### src/rtl/gsplat_tile_fetch.sv
// ============================================================================
// Module   : gsplat_tile_fetch
// Brief    : Walks the DDR3 tile-descriptor linked list and queues parsed
//            headers in a small first-word-fall-through FIFO for the dispatcher.
// Revision : 1.0
// ============================================================================
`default_nettype none

module gsplat_tile_fetch #(
    parameter int unsigned DEPTH     = 4,
    parameter logic [15:0] MAX_TILES = 16'd4096
) (
    input  logic        clk,
    input  logic        reset_n,
    input  logic        start,
    input  logic [28:0] first_addr,
    input  logic        abort,
    output logic        busy,
    output logic        done,
    output logic        err,
    output logic [15:0] tile_count,
    output logic [28:0] rd_addr,
    output logic [7:0]  rd_burstcnt,
    output logic        rd_req,
    input  logic        rd_ack,
    input  logic [63:0] rd_data,
    input  logic        rd_data_valid,
    output logic        desc_valid,
    input  logic        desc_ready,
    output logic [28:0] desc_addr,
    output logic [15:0] desc_px,
    output logic [15:0] desc_py,
    output logic [15:0] desc_count,
    output logic        desc_last
);

    localparam int unsigned AW = $clog2(DEPTH);
    localparam int unsigned EW = 78;
    localparam logic [AW:0] c_FULL = (AW + 1)'(DEPTH);

    typedef enum logic [2:0] {
        S_IDLE  = 3'd0,
        S_ZERO  = 3'd1,
        S_REQ   = 3'd2,
        S_BEAT0 = 3'd3,
        S_BEAT1 = 3'd4,
        S_DRAIN = 3'd5,
        S_FLUSH = 3'd6
    } state_t;

    state_t        r_state;
    logic [28:0]   r_cur;
    logic [28:0]   r_next;
    logic          r_rd_req;
    logic          r_done;
    logic          r_err;
    logic [15:0]   r_tile_count;
    logic [1:0]    r_flush_left;

    logic [EW-1:0] r_mem [DEPTH];
    logic [AW-1:0] r_wptr;
    logic [AW-1:0] r_rptr;
    logic [AW:0]   r_count;

    logic          w_push;
    logic          w_pop;
    logic          w_flush;
    logic          w_desc_valid;
    logic          w_has_slot;
    logic [EW-1:0] w_push_data;
    logic [EW-1:0] w_head;
    logic [2:0]    w_unused_bits;

    assign w_unused_bits = rd_data[63:61];

    assign w_desc_valid = (r_count != '0);
    assign w_has_slot   = (r_count < c_FULL);
    assign w_flush      = abort;
    assign w_pop        = w_desc_valid & desc_ready;
    assign w_push       = (r_state == S_BEAT1) & rd_data_valid & ~abort;
    // Entry layout: {addr, px, py, count, last}
    assign w_push_data  = {r_cur, rd_data[31:16], rd_data[47:32], rd_data[15:0],
                           (r_next == 29'd0)};
    assign w_head       = r_mem[r_rptr];

    // ------------------------------------------------------------------
    // Descriptor FIFO (first-word-fall-through)
    // ------------------------------------------------------------------
    always_ff @(posedge clk or negedge reset_n) begin
        if (!reset_n) begin
            r_wptr  <= '0;
            r_rptr  <= '0;
            r_count <= '0;
        end else if (w_flush) begin
            r_wptr  <= '0;
            r_rptr  <= '0;
            r_count <= '0;
        end else begin
            if (w_push) begin
                r_wptr <= r_wptr + 1'b1;
            end
            if (w_pop) begin
                r_rptr <= r_rptr + 1'b1;
            end
            case ({w_push, w_pop})
                2'b10:   r_count <= r_count + 1'b1;
                2'b01:   r_count <= r_count - 1'b1;
                default: r_count <= r_count;
            endcase
        end
    end

    // Storage needs no reset; outputs are gated by occupancy below.
    always_ff @(posedge clk) begin
        if (w_push) begin
            r_mem[r_wptr] <= w_push_data;
        end
    end

    // ------------------------------------------------------------------
    // List-walk FSM
    // ------------------------------------------------------------------
    always_ff @(posedge clk or negedge reset_n) begin
        if (!reset_n) begin
            r_state      <= S_IDLE;
            r_cur        <= '0;
            r_next       <= '0;
            r_rd_req     <= 1'b0;
            r_done       <= 1'b0;
            r_err        <= 1'b0;
            r_tile_count <= '0;
            r_flush_left <= '0;
        end else begin
            r_done <= 1'b0;
            case (r_state)
                S_IDLE: begin
                    if (start && !abort && !w_desc_valid) begin
                        r_tile_count <= '0;
                        r_err        <= 1'b0;
                        if (first_addr != 29'd0) begin
                            r_cur   <= first_addr;
                            r_state <= S_REQ;
                        end else begin
                            r_state <= S_ZERO;
                        end
                    end
                end

                // Empty list: finish without touching memory.
                S_ZERO: begin
                    if (!abort) begin
                        r_done <= 1'b1;
                    end
                    r_state <= S_IDLE;
                end

                S_REQ: begin
                    if (abort) begin
                        r_rd_req <= 1'b0;
                        if (r_rd_req && rd_ack) begin
                            r_flush_left <= 2'd2;
                            r_state      <= S_FLUSH;
                        end else begin
                            r_state <= S_IDLE;
                        end
                    end else if (r_rd_req) begin
                        if (rd_ack) begin
                            r_rd_req <= 1'b0;
                            r_state  <= S_BEAT0;
                        end
                    end else if (w_has_slot) begin
                        // Only request when the FIFO can take the header.
                        r_rd_req <= 1'b1;
                    end
                end

                S_BEAT0: begin
                    if (abort) begin
                        r_flush_left <= rd_data_valid ? 2'd1 : 2'd2;
                        r_state      <= S_FLUSH;
                    end else if (rd_data_valid) begin
                        r_next  <= rd_data[60:32];
                        r_state <= S_BEAT1;
                    end
                end

                S_BEAT1: begin
                    if (abort) begin
                        if (rd_data_valid) begin
                            r_state <= S_IDLE;
                        end else begin
                            r_flush_left <= 2'd1;
                            r_state      <= S_FLUSH;
                        end
                    end else if (rd_data_valid) begin
                        r_tile_count <= r_tile_count + 16'd1;
                        if (r_next == 29'd0) begin
                            r_state <= S_DRAIN;
                        end else if ((r_tile_count + 16'd1) == MAX_TILES) begin
                            r_err   <= 1'b1;
                            r_state <= S_DRAIN;
                        end else begin
                            r_cur   <= r_next;
                            r_state <= S_REQ;
                        end
                    end
                end

                S_DRAIN: begin
                    if (abort) begin
                        r_state <= S_IDLE;
                    end else if (!w_desc_valid) begin
                        r_done  <= 1'b1;
                        r_state <= S_IDLE;
                    end
                end

                // Swallow beats of a read that was accepted before abort.
                S_FLUSH: begin
                    if (rd_data_valid) begin
                        r_flush_left <= r_flush_left - 2'd1;
                        if (r_flush_left == 2'd1) begin
                            r_state <= S_IDLE;
                        end
                    end
                end

                default: begin
                    r_state <= S_IDLE;
                end
            endcase
        end
    end

    // ------------------------------------------------------------------
    // Outputs
    // ------------------------------------------------------------------
    assign busy        = (r_state != S_IDLE) | w_desc_valid;
    assign done        = r_done;
    assign err         = r_err;
    assign tile_count  = r_tile_count;
    assign rd_addr     = r_cur;
    assign rd_burstcnt = 8'd2;
    assign rd_req      = r_rd_req;

    assign desc_valid  = w_desc_valid;
    assign desc_addr   = w_desc_valid ? w_head[77:49] : 29'd0;
    assign desc_px     = w_desc_valid ? w_head[48:33] : 16'd0;
    assign desc_py     = w_desc_valid ? w_head[32:17] : 16'd0;
    assign desc_count  = w_desc_valid ? w_head[16:1]  : 16'd0;
    assign desc_last   = w_desc_valid & w_head[0];

endmodule

`default_nettype wire

### config.mk
export PLATFORM = sky130hd
export DESIGN_NAME = gsplat_tile_fetch
export DESIGN_NICKNAME = d
export VERILOG_FILES = /design/src/rtl/gsplat_tile_fetch.sv
export SDC_FILE = /design/constraint.sdc
export NUM_CORES = 1
export LEC_CHECK = 0
export CORE_MARGIN = 2
export CORE_UTILIZATION = 59
export CTS_BUF_LIST = sky130_fd_sc_hd__clkbuf_16
export DETAILED_ROUTE_END_ITERATION = 8
export GPL_TIMING_DRIVEN = 1
export PLACE_DENSITY = 0.95
export SETUP_SLACK_MARGIN = 0.15
export SYNTH_ARGS = -nofsm -noshare
export SYNTH_HDL_FRONTEND = slang
export SYNTH_SLANG_ARGS = --single-unit
export TNS_END_PERCENT = 10
### constraint.sdc
create_clock -name clk -period 9.18 [get_ports clk]
set_input_delay 0.918 -clock clk [delete_from_list [all_inputs] [get_ports clk]]
set_output_delay 0.918 -clock clk [all_outputs]
set_load 0.02 [all_outputs]
## Word-level counts from Yosys, hierarchy flattened

Memory sizes are Yosys's and may differ from the RTL's.
Index checks and enable logic that the tools add are counted.

- Input bits: 100
- Register bits: 89
- Output and inout port bits: 136
- Memories kept: 1
- Word-level logic and storage cells: 138
- Memory bits (writable): 312

Memories:

| memory | words | width | rd ports | clocked after memory_dff | write ports | RTL line | text |
|---|---|---|---|---|---|---|---|
| r_mem | 4 | 78 | 1 | 0 | 1 | 60 | `logic [EW-1:0] r_mem [DEPTH];` |

- Multiplexer cells: 63
- Order comparisons: 1
- Bitwise operators: 6
- Reduce and logical (&&, ||, !) cells: 21
- $add $sub $neg: 6
- Eq/ne operators: 29

Operator list:

| kind | count |
|---|---|
| 29-bit two-way mux | 7 |
| 16-bit two-way mux | 6 |
| 29-bit case mux with 2 select lines | 1 |
| 3-bit two-way mux | 17 |
| 16-bit case mux with 2 select lines | 1 |
| 29-bit logical NOT | 1 |
| 29-bit nonzero test | 1 |
| 2-bit != test (second input constant) | 13 |
| 2-bit two-way mux | 12 |
| 3-bit case mux with 6 select lines | 1 |
| 16-bit by 1-bit adder with 16-bit output (second input constant) | 1 |
| 16-bit by 13-bit equality test with 1-bit output (second input constant) | 1 |
| 3-bit != test (second input constant) | 5 |
| 1-bit two-way mux | 14 |
| 7-bit AND reduction | 2 |
| 3-bit equality test (second input constant) | 3 |
| 3-bit nonzero test | 3 |
| 2-bit case mux with 4 select lines | 1 |
| 8-bit AND reduction | 1 |
| 3-bit by 2-bit equality test with 1-bit output (second input constant) | 2 |
| 3-bit case mux with 2 select lines | 1 |
| 6-bit AND reduction | 1 |
| 2-bit nonzero test | 3 |
| 2-bit by 1-bit adder with 2-bit output (second input constant) | 2 |
| other kinds (18) | 26 |

## Logic depth before layout (Yosys ltp)

Gate-level depths: netlist of the first run.

- Word-level depth: 7
- Gate-level depth with buffers: 10
- Mapped depth without buffers: 9

## Worst setup path before layout of the first run

Ideal clock, no wire load.

- Kind: reg-to-reg
- Start: reg r_state[2]
- End: mem r_mem[0][0] (enable)
- Arrival: 3.795 ns
- Path slack: 4.940 ns
- Cell stages (with the launch flop): 7
- Path buffers: 3
- Required time: 8.735 ns
- Clock period less this slack: 4.240 ns
- Library setup time: 0.445 ns
- Cell sequence: dfrtp_1 -> clkbuf_1 -> or3b_2 -> clkbuf_1 -> nor3b_1 -> clkbuf_1 -> and2_1

- Longest elaborated chain between the ends: 5

Ends and longest elaborated chain:

| item | RTL line | text |
|---|---|---|
| start: declaration | 51 | `state_t r_state;` |
| start signal: assignment | 125 | `r_state <= S_IDLE;` |
| start signal: assignment | 142 | `r_state <= S_REQ;` |
| start signal: assignment | 144 | `r_state <= S_ZERO;` |
| 3-bit equality test | 80 | `assign w_push = (r_state == S_BEAT1) & rd_data_valid & ~abort;` |
| 1-bit bitwise AND (2 in a row) | 80 |  |
| 1-bit two-way mux | 115 | `if (w_push) begin` |
| 1-bit two-way mux (implied by the code) | 116 | `r_mem[r_wptr] <= w_push_data;` |
| end: declaration | 60 |  |

No other way between the ends.

## Worst setup path after layout of the first run

- Start: reg r_rptr[0]
- End: out desc_addr[27]

- Longest elaborated chain between the ends: 2

Ends and longest elaborated chain:

| item | RTL line | text |
|---|---|---|
| start: declaration | 62 | `logic [AW-1:0] r_rptr;` |
| start signal: assignment | 103 | `r_rptr <= r_rptr + 1'b1;` |
| memory read 4 x 78 bit | n/a |  |
| 29-bit two-way mux | 247 | `assign desc_addr = w_desc_valid ? w_head[77:49] : 29'd0;` |
| end: declaration | 30 | `output logic [28:0] desc_addr,` |

No other way between the ends.

==> summary.md, run 1 <==
| Metric | Value |
|---|---|
| Slowest CP cell | `buf_4` |
| Worst stage delay on the critical path | `0.90 ns` |
| Post-DRT Antenna Nets | `0` |
| Total wire length | `40700 um` |
| Final std cells w/o fill | `1643` |
| Largest net degree at the start of global routing | `67` |
| Initial DRC count | `~1000` |
| CTS Buf Count | `41` |
| Vias in the first global route | `between 10000 and 15000` |
| Pins over their slew limit | `0` |
| # IOs | `236` |
| Fraction of layout cells with a size suffix above 1 | `roughly 16%` |
| Commonest non-fill, non-tap cells in the layout | `312 x edfxtp_1, 223 x clkdlybuf4s50_1, 87 x dfrtp_1, 80 x and2_1, 78 x mux4_2` |
| EDFF count, synth | `312` |
| Clk pwr share | `27.4%` |
| Gate power share | `31.3%` |
| Row cnt | `61` |
| Core area | `28000 um^2` |
| Total GRT Usage | `27.3%` |
| Die W | `173 um` |
| Worst-path fanout max | `52` |
| DRC | `0` |
| Worst Setup End Kind | `output pin` |
| Commonest non-fill, non-tap cell in the layout | `edfxtp_1` |
| Power per cell area | `288 nW/um^2` |
| Netlist cell types | `58` |
| DP Cell Count | `1563` |
| Yosys warns | `0` |
| Status | `finished clean` |
| Die height | `173 um` |
| Die area | `30000 um^2` |
| Clock latency on the worst-skew pair | `0.52 ns` |
| Worst slew margin | `32.1%` |
| Final WS setup | `4.57 ns` |
| Arr. time, crit path | `around 3.7 ns` |
| Worst path cell trace | `buf_4, mux4_2, and2_1, clkdlybuf4s50_1` |
| CP Launch Type | `flip-flop` |
| Mapped cell area | `16900 um^2` |
| Total congestion overflow | `0` |
| Worst Skew | `0.0103 ns` |
| Setup TNS | `0 ns` |
| Layout filler cell count | `1594` |
| Req. time, crit path | `8.26 ns` |
| Area Growth Syn to Fin | `21.6%` |
| Post-CTS Setup Inserts | `0` |
| Mean Syn Cell Area | `16.1 um^2` |
| FF+latch area | `11600 um^2` |
| GPL Wtd Cong | `roughly 0.85` |
| Reg clk slew, reported paths | `0.06 ns` |
| Ys async rst share | `22.2%` |
| Synth Instances | `1047` |
| Internal power | `roughly 4000 uW` |
| Dominant synthesized flop cell | `edfxtp_1` |
| Period utilisation layout | `50.2%` |
| TritonCTS sink count | `401` |
| Top achievable clock speed | `0.217 GHz` |
| Switch share | `a little under a third` |
| Register area share after synthesis | `between 60% and 70%` |
| Fin crit period | `4.61 ns` |
| Power Total | `5930 uW` |
| CTS tree | `done` |
| Clk buf depth | `3` |
| Worst slew pin tran | `1.02 ns` |
| DP Wirelength | `around 25000 um` |
| WP buf/inv | `2` |
| Max IR drop VDD | `0.163 mV` |
| Number of port buffers | `roughly 220` |
| # setup viols final | `0` |
| Setup WS pre-CTS | `4.97 ns` |
| Routed WL per cell | `24.8 um` |
| Min-delay worst type | `in2async` |
| Hold Buf Count CTS | `0` |
| NetSw | `1890 uW` |
| H-tree Lvls | `2` |
| Initial antenna violation count | `8` |
| Vias | `~10000` |
| Reg power frac | `around two fifths` |
| Post-Layout Inst Area | `roughly 20000 um^2` |
| DR pass1 iterations | `5` |
| Max cap viols | `0` |
| Final nets | `around 1300` |
| R2r setup slk | `around 5.3 ns` |
| Final hold vios | `0` |
| Resized cells post-CTS | `0` |
| Area occupied by multi-input gates | `around 4700 um^2` |
| Starting Density | `approximately 60%` |
| Unrepaired setup endpoints after global routing | `no` |
| Dpl cell area | `just under 20000 um^2` |
| Top delay family on crit path | `buffers and inverters` |
| Kind of critical path | `reg2out` |
| Root buffer cell | `clkbuf_16` |
| Pleak | `0.00697 uW` |
| First-pass GRT wire length | `roughly 62000 um` |
| Register bit total from synthesis | `401` |
| Via density per instance | `approximately 6` |
worst paths after layout:
check / end / from / cells after the start
max: desc_addr[27] / r_rptr[0] / 4
min: tile_count[14] / reset_n / 1
max reg2reg: r_mem[0][43] / r_state[2] / 4
min reg2reg: r_flush_left[1] / r_flush_left[1] / 2
max in group asynchronous: r_rptr[1] / reset_n / 2
min in group clk: r_flush_left[1] / r_flush_left[1] / 2
state kept, by name, indices dropped and copies added (netlist names):
| name | count |
|---|---|
| r_next | 29 |
| tile_count | 16 |
| rd_req | 1 |
| r_rptr | 2 |
| done | 1 |
| rd_addr | 29 |
| r_wptr | 2 |
| r_state | 3 |
| r_count | 3 |
| r_mem | 312 |
| r_flush_left | 2 |
| err | 1 |
metal layers:
metal  GRT usage [%]  up-vias  part of all wire, %
met5               0        -                 0.11
met4            8.19        6                  2.7
met3            6.47       85                  7.7
met2            46.7      465                   51
met1            35.1     5155                   39
li1                -     4385                    -
synth_stat cells (7+ instances only):
cell type,number,area [um^2]
inv_1,36,135
o21ai_0,32,160
nor3_1,9,45.0
and2_1,84,526
buf_4,37,278
nor2_1,30,113
mux4_2,78,1760
dfrtp_1,89,2230
ha_1,7,87.6
o221ai_2,10,150
edfxtp_1,312,9370
nand2_1,25,93.8
nand3_1,67,335
o221ai_1,20,175
buf_1,9,33.8
nand4_1,10,62.6
a21oi_1,10,50.1
nor4_1,16,100
mux2_2,30,338
clkbuf_1,49,184
logic make-up after synthesis:
family / after synthesis / synth area share [%]
flip-flops: 401 / 68.6
AND/OR/NAND/NOR: 266 / 8.67
buffers and inverters: 142 / 4.13
multiplexers: 112 / 12.6
AO/OA/AOI/OAI: 110 / 4.99
adder cells (fa/ha/maj): 8 / 0.636
XOR/XNOR: 6 / 0.311
other: 2 / 0.0444
power by group through the flow:
stage / registers (uW) / clock network [uW] / logic [uW]
2_1_floorplan: 2340 / 0 / 1210
3_3_place_gp: 2460 / 0 / 1800
3_5_place_dp: 2480 / 0 / 1840
4_1_cts: 2450 / 1650 / 1870
5_1_grt: 2480 / 1710 / 1970
6_report: 2450 / 1620 / 1850
cell type report:
| class | count | area share, % |
|---|---|---|
| sequential | 401 | 56.4 |
| multi-input combinational | 510 | 22.7 |
| timing repair buffer | 238 | 11.4 |
| clock buffer | 44 | 5.36 |
| tap | 378 | 2.30 |
| clock inverter | 30 | 1.08 |
| inverter | 36 | 0.657 |
| antenna | 6 | 0.0730 |
per-stage QoR:
stage                     utilization [%]  hold slack [ns]
after floorplan                         -            0.478
after global placement               68.6            0.496
after detailed placement             68.6            0.524
after CTS                            73.3            0.311
after global routing                 73.4            0.333
final                                73.4            0.316
Power figures use the tool's default switching activity.
==> run 2, diff against run 1 <==
--- a/config.mk
+++ b/config.mk
@@ -6,11 +6,11 @@
 export NUM_CORES = 1
 export LEC_CHECK = 0
 export CORE_MARGIN = 2
-export CORE_UTILIZATION = 59
+export CORE_UTILIZATION = 55
 export CTS_BUF_LIST = sky130_fd_sc_hd__clkbuf_16
 export DETAILED_ROUTE_END_ITERATION = 8
 export GPL_TIMING_DRIVEN = 1
-export PLACE_DENSITY = 0.95
+export PLACE_DENSITY = 0.9
 export SETUP_SLACK_MARGIN = 0.15
 export SYNTH_ARGS = -nofsm -noshare
 export SYNTH_HDL_FRONTEND = slang
==> constraint.sdc (replaced) <==
create_clock -name clk -period 4.32 [get_ports clk]
set_input_delay 0.432 -clock clk [delete_from_list [all_inputs] [get_ports clk]]
set_output_delay 0.432 -clock clk [all_outputs]
set_load 0.02 [all_outputs]
==> run 2 against run 1 <==
- total power up 110%
- sequential power up 110%
- clock-buffer cell count fell by 2
- largest cell class unchanged
- non-clock buffer count increased by 15
- clock power rose by 110%
- largest power group unchanged
==> summary.md, run 2 (synthesized netlist as in run 1, its figures left out) <==
| Metric | Value |
|---|---|
| CTS tree | `done` |
| Worst slew margin | `40.1%` |
| Post-CTS Setup Inserts | `0` |
| Fraction of layout cells with a size suffix above 1 | `17.1%` |
| Setup TNS | `0 ns` |
| CP Launch Type | `flip-flop` |
| Commonest non-fill, non-tap cells in the layout | `312 x edfxtp_1, 223 x clkdlybuf4s50_1, 87 x dfrtp_1, 80 x and2_1, 78 x mux4_2` |
| Top achievable clock speed | `0.289 GHz` |
| Max reg flops | `312` |
| Pins over their slew limit | `0` |
| Period utilisation layout | `80.0%` |
| Max cap viols | `0` |
| Die W | `179 um` |
| # setup viols final | `0` |
| Worst path cell trace | `or3b_2, nor3b_1, and2_4, buf_12` |
| Commonest non-fill, non-tap cell in the layout | `edfxtp_1` |
| Kind of critical path | `reg2reg` |
| Resized cells post-CTS | `0` |
| GPL Wtd Cong | `0.870` |
| DR pass1 iterations | `6` |
| Slowest CP cell | `or3b_2` |
| DP Wirelength | `25300 um` |
| Unrepaired setup endpoints after global routing | `no` |
| Die area | `32200 um^2` |
| Post-Layout Inst Area | `20700 um^2` |
| Top delay family on crit path | `simple AND/OR/NAND/NOR gates` |
| Reg clk slew, reported paths | `0.06 ns` |
| Max IR drop VDD | `0.339 mV` |
| Clk buf depth | `3` |
| DP Cell Count | `1595` |
| Arr. time, crit path | `3.67 ns` |
| Worst setup startpoint | `r_state[2]` |
| Power per cell area | `602 nW/um^2` |
| GR Layer Usage met1 | `about a third` |
| Worst Setup End Kind | `flip-flop` |
| Largest reg by FF count | `r_mem` |
| DRC | `0` |
| Area Growth Syn to Fin | `22.6%` |
| Number of port buffers | `224` |
| H-tree Lvls | `2` |
| Min-delay worst type | `in2async` |
| R2r setup slk | `0.86 ns` |
| Worst R2R Path Depth | `4` |
| Largest net degree at the start of global routing | `59` |
| Final hold vios | `0` |
| Total wire length | `39600 um` |
| CP endpoint | `r_mem[2][15]` |
| Initial DRC count | `878` |
| Final WS setup | `0.862 ns` |
| Worst stage delay on the critical path | `roughly 0.83 ns` |
| WP buf/inv | `1` |
| # IOs | `between 200 and 250` |
| Total GRT Usage | `24.7%` |
| TritonCTS sink count | `401` |
| Routed WL per cell | `around 24 um` |
| Via density per instance | `approximately 6` |
| Worst slew pin tran | `0.898 ns` |
| CP Depth | `4` |
| Core area | `30400 um^2` |
| Met2 usage | `40.8%` |
| Gr busiest metal | `met2` |
| Die height | `179 um` |
| Met3 usage | `6.62%` |
| CTS Buf Count | `40` |
| Clock latency on the worst-skew pair | `0.52 ns` |
| Final std cells w/o fill | `about 1700` |
| Total congestion overflow | `0` |
| Hold Buf Count CTS | `1` |
| Starting Density | `a little under three fifths` |
| Initial antenna violation count | `10` |
| Status | `finished clean` |
| Vias in the first global route | `10100` |
| RR Endpoint | `r_mem[2][15]` |
| Hold slack | `0.466 ns` |
| First-pass GRT wire length | `just under 60000 um` |
| Row cnt | `64` |
| Final nets | `1350` |
| Req. time, crit path | `4.53 ns` |
| FF-to-FF Start | `r_state[2]` |
| Pleak | `0.00706 uW` |
| Vias | `10100` |
| Setup WS pre-CTS | `approximately 0.88 ns` |
| Fin crit period | `3.46 ns` |
| Root buffer cell | `clkbuf_16` |
| Post-DRT Antenna Nets | `0` |
| Worst-path fanout max | `36` |
| Worst Skew | `0.0108 ns` |
| Dpl cell area | `19400 um^2` |
==> run 2: changes by cell type in the layout (fill, tap and decap cells not counted), moves of 2 or more <==
cell / previous run / this run
clkbuf_16: 44 / 42
diode_2: 6 / 8
buf_4: 15 / 23
inv_1: 41 / 43
inv_6: 2 / 0
clkinvlp_4: 3 / 0
inv_2: 1 / 3
buf_12: 0 / 6
==> run 2: routing by layer <==
layer | wire length (um) | vias up
met1 | 15000 | 5048
met4 | 1400 | 8
met3 | 3720 | 113
met5 | 54 | -
met2 | 19400 | 459
li1 | - | 4425
==> run 2: final cells by class <==
cell class,instances,area [um^2]
fillers,1970,9700
clock inverters,32,225
multi-input cells,510,4660
clock buffers,42,1050
flip-flops and latches,401,11600
well taps,396,495
diodes,8,20.0
inverters,36,135
repair buffers,253,2530
==> run 2: where the power goes <==
part           internal (uW)  total [uW]  switching [uW]
sequential              4650        5210             551
combinational           1940        3940            2000
clock                   1940        3330            1390
==> run 2: through the flow <==
| step | util, % | power (uW) |
|---|---|---|
| after global placement | 63.8 | 9120 |
| final | 68.1 | 12500 |
| after floorplan | - | 7550 |
| after CTS | 68.1 | 12600 |
| after global routing | 68.1 | 13000 |
| after detailed placement | 63.8 | 9210 |
==> run 2: how the worst min path moves through the flow <==
stage                     cells after the start  slack [ns]              to     from
after floorplan                               0        0.14            done  reset_n
after global placement                        1        0.48  tile_count[11]  reset_n
after detailed placement                      1        0.48  tile_count[11]  reset_n
after CTS                                     2        0.49   tile_count[1]  reset_n
after global routing                          2        0.51  tile_count[11]  reset_n
final                                         2        0.47  tile_count[12]  reset_n
==> run 3, diff against run 2 <==
--- a/config.mk
+++ b/config.mk
@@ -6,11 +6,11 @@
 export NUM_CORES = 1
 export LEC_CHECK = 0
 export CORE_MARGIN = 2
-export CORE_UTILIZATION = 55
+export CORE_UTILIZATION = 50
 export CTS_BUF_LIST = sky130_fd_sc_hd__clkbuf_16
 export DETAILED_ROUTE_END_ITERATION = 8
 export GPL_TIMING_DRIVEN = 1
-export PLACE_DENSITY = 0.9
+export PLACE_DENSITY = 0.87
 export SETUP_SLACK_MARGIN = 0.15
 export SYNTH_ARGS = -nofsm -noshare
 export SYNTH_HDL_FRONTEND = slang
==> constraint.sdc (replaced) <==
create_clock -name clk -period 2.9 [get_ports clk]
set_input_delay 0.29 -clock clk [delete_from_list [all_inputs] [get_ports clk]]
set_output_delay 0.29 -clock clk [all_outputs]
set_load 0.02 [all_outputs]
==> run 3 against run 2 <==
- global-route usage shrank 1.6 points
- setup slack lost 0.73 ns
- flip-flop and latch count is the same
- cell count grew 4.8%
- sequential power grew 46%
- register-to-register slack lost 0.65 ns
- non-clock buffer count grew 29
- utilization shrank 4.4 points
- critical path type is now reg2out
- largest power group unchanged
- highest routed layer unchanged
==> summary.md, run 3 (synthesized netlist as in run 1, its figures left out) <==
| Metric | Value |
|---|---|
| Status | `finished clean` |
| CP Launch Type | `flip-flop` |
| Max IR drop VDD | `0.452 mV` |
| Die area | `35300 um^2` |
| Arr. time, crit path | `2.48 ns` |
| Commonest non-fill, non-tap cell in the layout | `edfxtp_1` |
| Clk pwr share | `27.1%` |
| DP Wirelength | `26400 um` |
| GPL Wtd Cong | `a little under 0.9` |
| Kind of critical path | `reg2out` |
| Fin crit period | `2.77 ns` |
| Final nets | `about 1400` |
| TritonCTS sink count | `401` |
| DR pass1 iterations | `5` |
| Vias in the first global route | `10400` |
| Root buffer cell | `clkbuf_16` |
| Worst stage delay on the critical path | `about 0.53 ns` |
| Initial antenna violation count | `13` |
| Row cnt | `67` |
| Gate power share | `~33%` |
| Via density per instance | `roughly 5.8` |
| NetSw | `about 6100 uW` |
| Total GRT Usage | `23.1%` |
| Starting Density | `just over 50%` |
| Max reg flops | `312` |
| Setup WS pre-CTS | `0.170 ns` |
| Final Util | `approximately 64%` |
| Largest reg by FF count | `r_mem` |
| FF+latch area | `11600 um^2` |
| CTS tree | `done` |
| Area Growth Syn to Fin | `26.1%` |
| Internal power | `12900 uW` |
| Min-delay worst type | `in2async` |
| Initial DRC count | `850` |
| CTS Buf Count | `around 40` |
| Worst slew pin tran | `0.838 ns` |
| Final WS setup | `0.133 ns` |
| Pins over their slew limit | `0` |
| Layout filler cell count | `2307` |
| H-tree Lvls | `2` |
| Routed WL per cell | `around 23 um` |
| Die height | `188 um` |
| Commonest non-fill, non-tap cells in the layout | `312 x edfxtp_1, 168 x clkdlybuf4s50_1, 81 x dfrtp_1, 80 x and2_1, 78 x mux4_2` |
| Setup TNS | `0 ns` |
| Worst Setup End Kind | `output pin` |
| Fraction of layout cells with a size suffix above 1 | `between 20% and 30%` |
| Worst Skew | `0.0210 ns` |
| Total congestion overflow | `0` |
| Power per cell area | `891 nW/um^2` |
| Core area | `33400 um^2` |
| Clk buf depth | `3` |
| Final hold vios | `0` |
| Slowest CP cell | `mux4_2` |
| Number of port buffers | `224` |
| Switch share | `between 30% and 40%` |
| Clock latency on the worst-skew pair | `0.53 ns` |
| Max cap viols | `0` |
| Pleak | `0.00754 uW` |
| Vias | `10200` |
| Total wire length | `41100 um` |
| Largest net degree at the start of global routing | `between 50 and 60` |
| Worst slew margin | `43.6%` |
| # IOs | `236` |
| Worst path cell trace | `buf_6, buf_16, mux4_2, and2_1, dlygate4sd2_1` |
| DRC | `0` |
| Period utilisation layout | `95.4%` |
| # setup viols final | `0` |
| Die W | `roughly 190 um` |
| Unrepaired setup endpoints after global routing | `yes` |
| Area occupied by multi-input gates | `4750 um^2` |
| Reg clk slew, reported paths | `0.06 ns` |
| Top achievable clock speed | `0.361 GHz` |
| Worst-path fanout max | `14` |
| Reg power frac | `40.1%` |
| Post-DRT Antenna Nets | `0` |
| Req. time, crit path | `2.61 ns` |
| First-pass GRT wire length | `62200 um` |
run 3: cell count changes in the layout (fill, tap and decap cells not counted), moves of 6 or more:
cell             change
o221ai_1             -6
dlygate4sd2_1       +54
dfrtp_2              +6
clkdlybuf4s50_1     -55
dfrtp_1              -6
buf_4               +11
buf_12              +11
o221ai_2             +6
run 3: power groups by stage:
stage               Combinational [uW]  Clock, uW  Sequential (uW)
finish                            6230       5150             7610
global route                      6640       5450             7680
CTS                               6130       5240             7620
detailed placement                6210          0             7740
global placement                  6120          0             7680
floorplan                         3840          0             7420
run 3: final cells by class:
cell class | instances | area share, %
clock inverters | 33 | 1.36
clock buffers | 41 | 4.81
multi-input cells | 510 | 22.3
well taps | 448 | 2.63
inverters | 36 | 0.645
repair buffers | 282 | 13.7
flip-flops and latches | 401 | 54.5
diodes | 7 | 0.0821
run 3: per-stage QoR:
step	hold slack, ns	instances	instance area [um^2]	power (uW)
after floorplan	-0.00559	1053	17000	11300
after global placement	0.273	1662	19800	13800
after detailed placement	0.281	1662	19800	13900
after CTS	0.250	1741	21100	19000
after global routing	0.269	1754	21300	19800
final	0.256	1758	21300	19000
run 3: per-layer routing:
layer,share of wire (%),track usage (%),up-vias
met3,8.9,6.89,90
li1,-,-,4474
met2,48,37.5,461
met5,0.13,0,-
met4,2.6,6.63,8
met1,40,30.6,5152
run 3: worst max-delay path, delay by kind of cell, from the launching register on:
kind,cells,cell delay (ns)
and+or+nand+nor,1,0.20
DFF,1,0.50
buffers and inverters,3,0.70
muxes,1,0.53
run 3: worst paths after layout:
path                       slack, ns           to     startpoint  depth (start not counted)
setup / recovery                0.13  desc_py[12]      r_rptr[0]                          5
hold / removal                  0.26    r_next[5]        reset_n                          2
setup reg to reg                0.21  rd_addr[13]  tile_count[0]                          9
hold reg to reg                 0.51          err            err                          1
max in group asynchronous       1.96    r_rptr[1]        reset_n                          3
min in group clk                0.37   r_next[16]    rd_data[48]                          2
run 3: timing repair:
action	CTS	global route
setup buffers	3	8
hold buffers	1	0
endpoints found under the hold margin	29	0
pin swaps	7	2
cloned	1	2
resized for setup	62	20
setup endpoints to repair	77	77
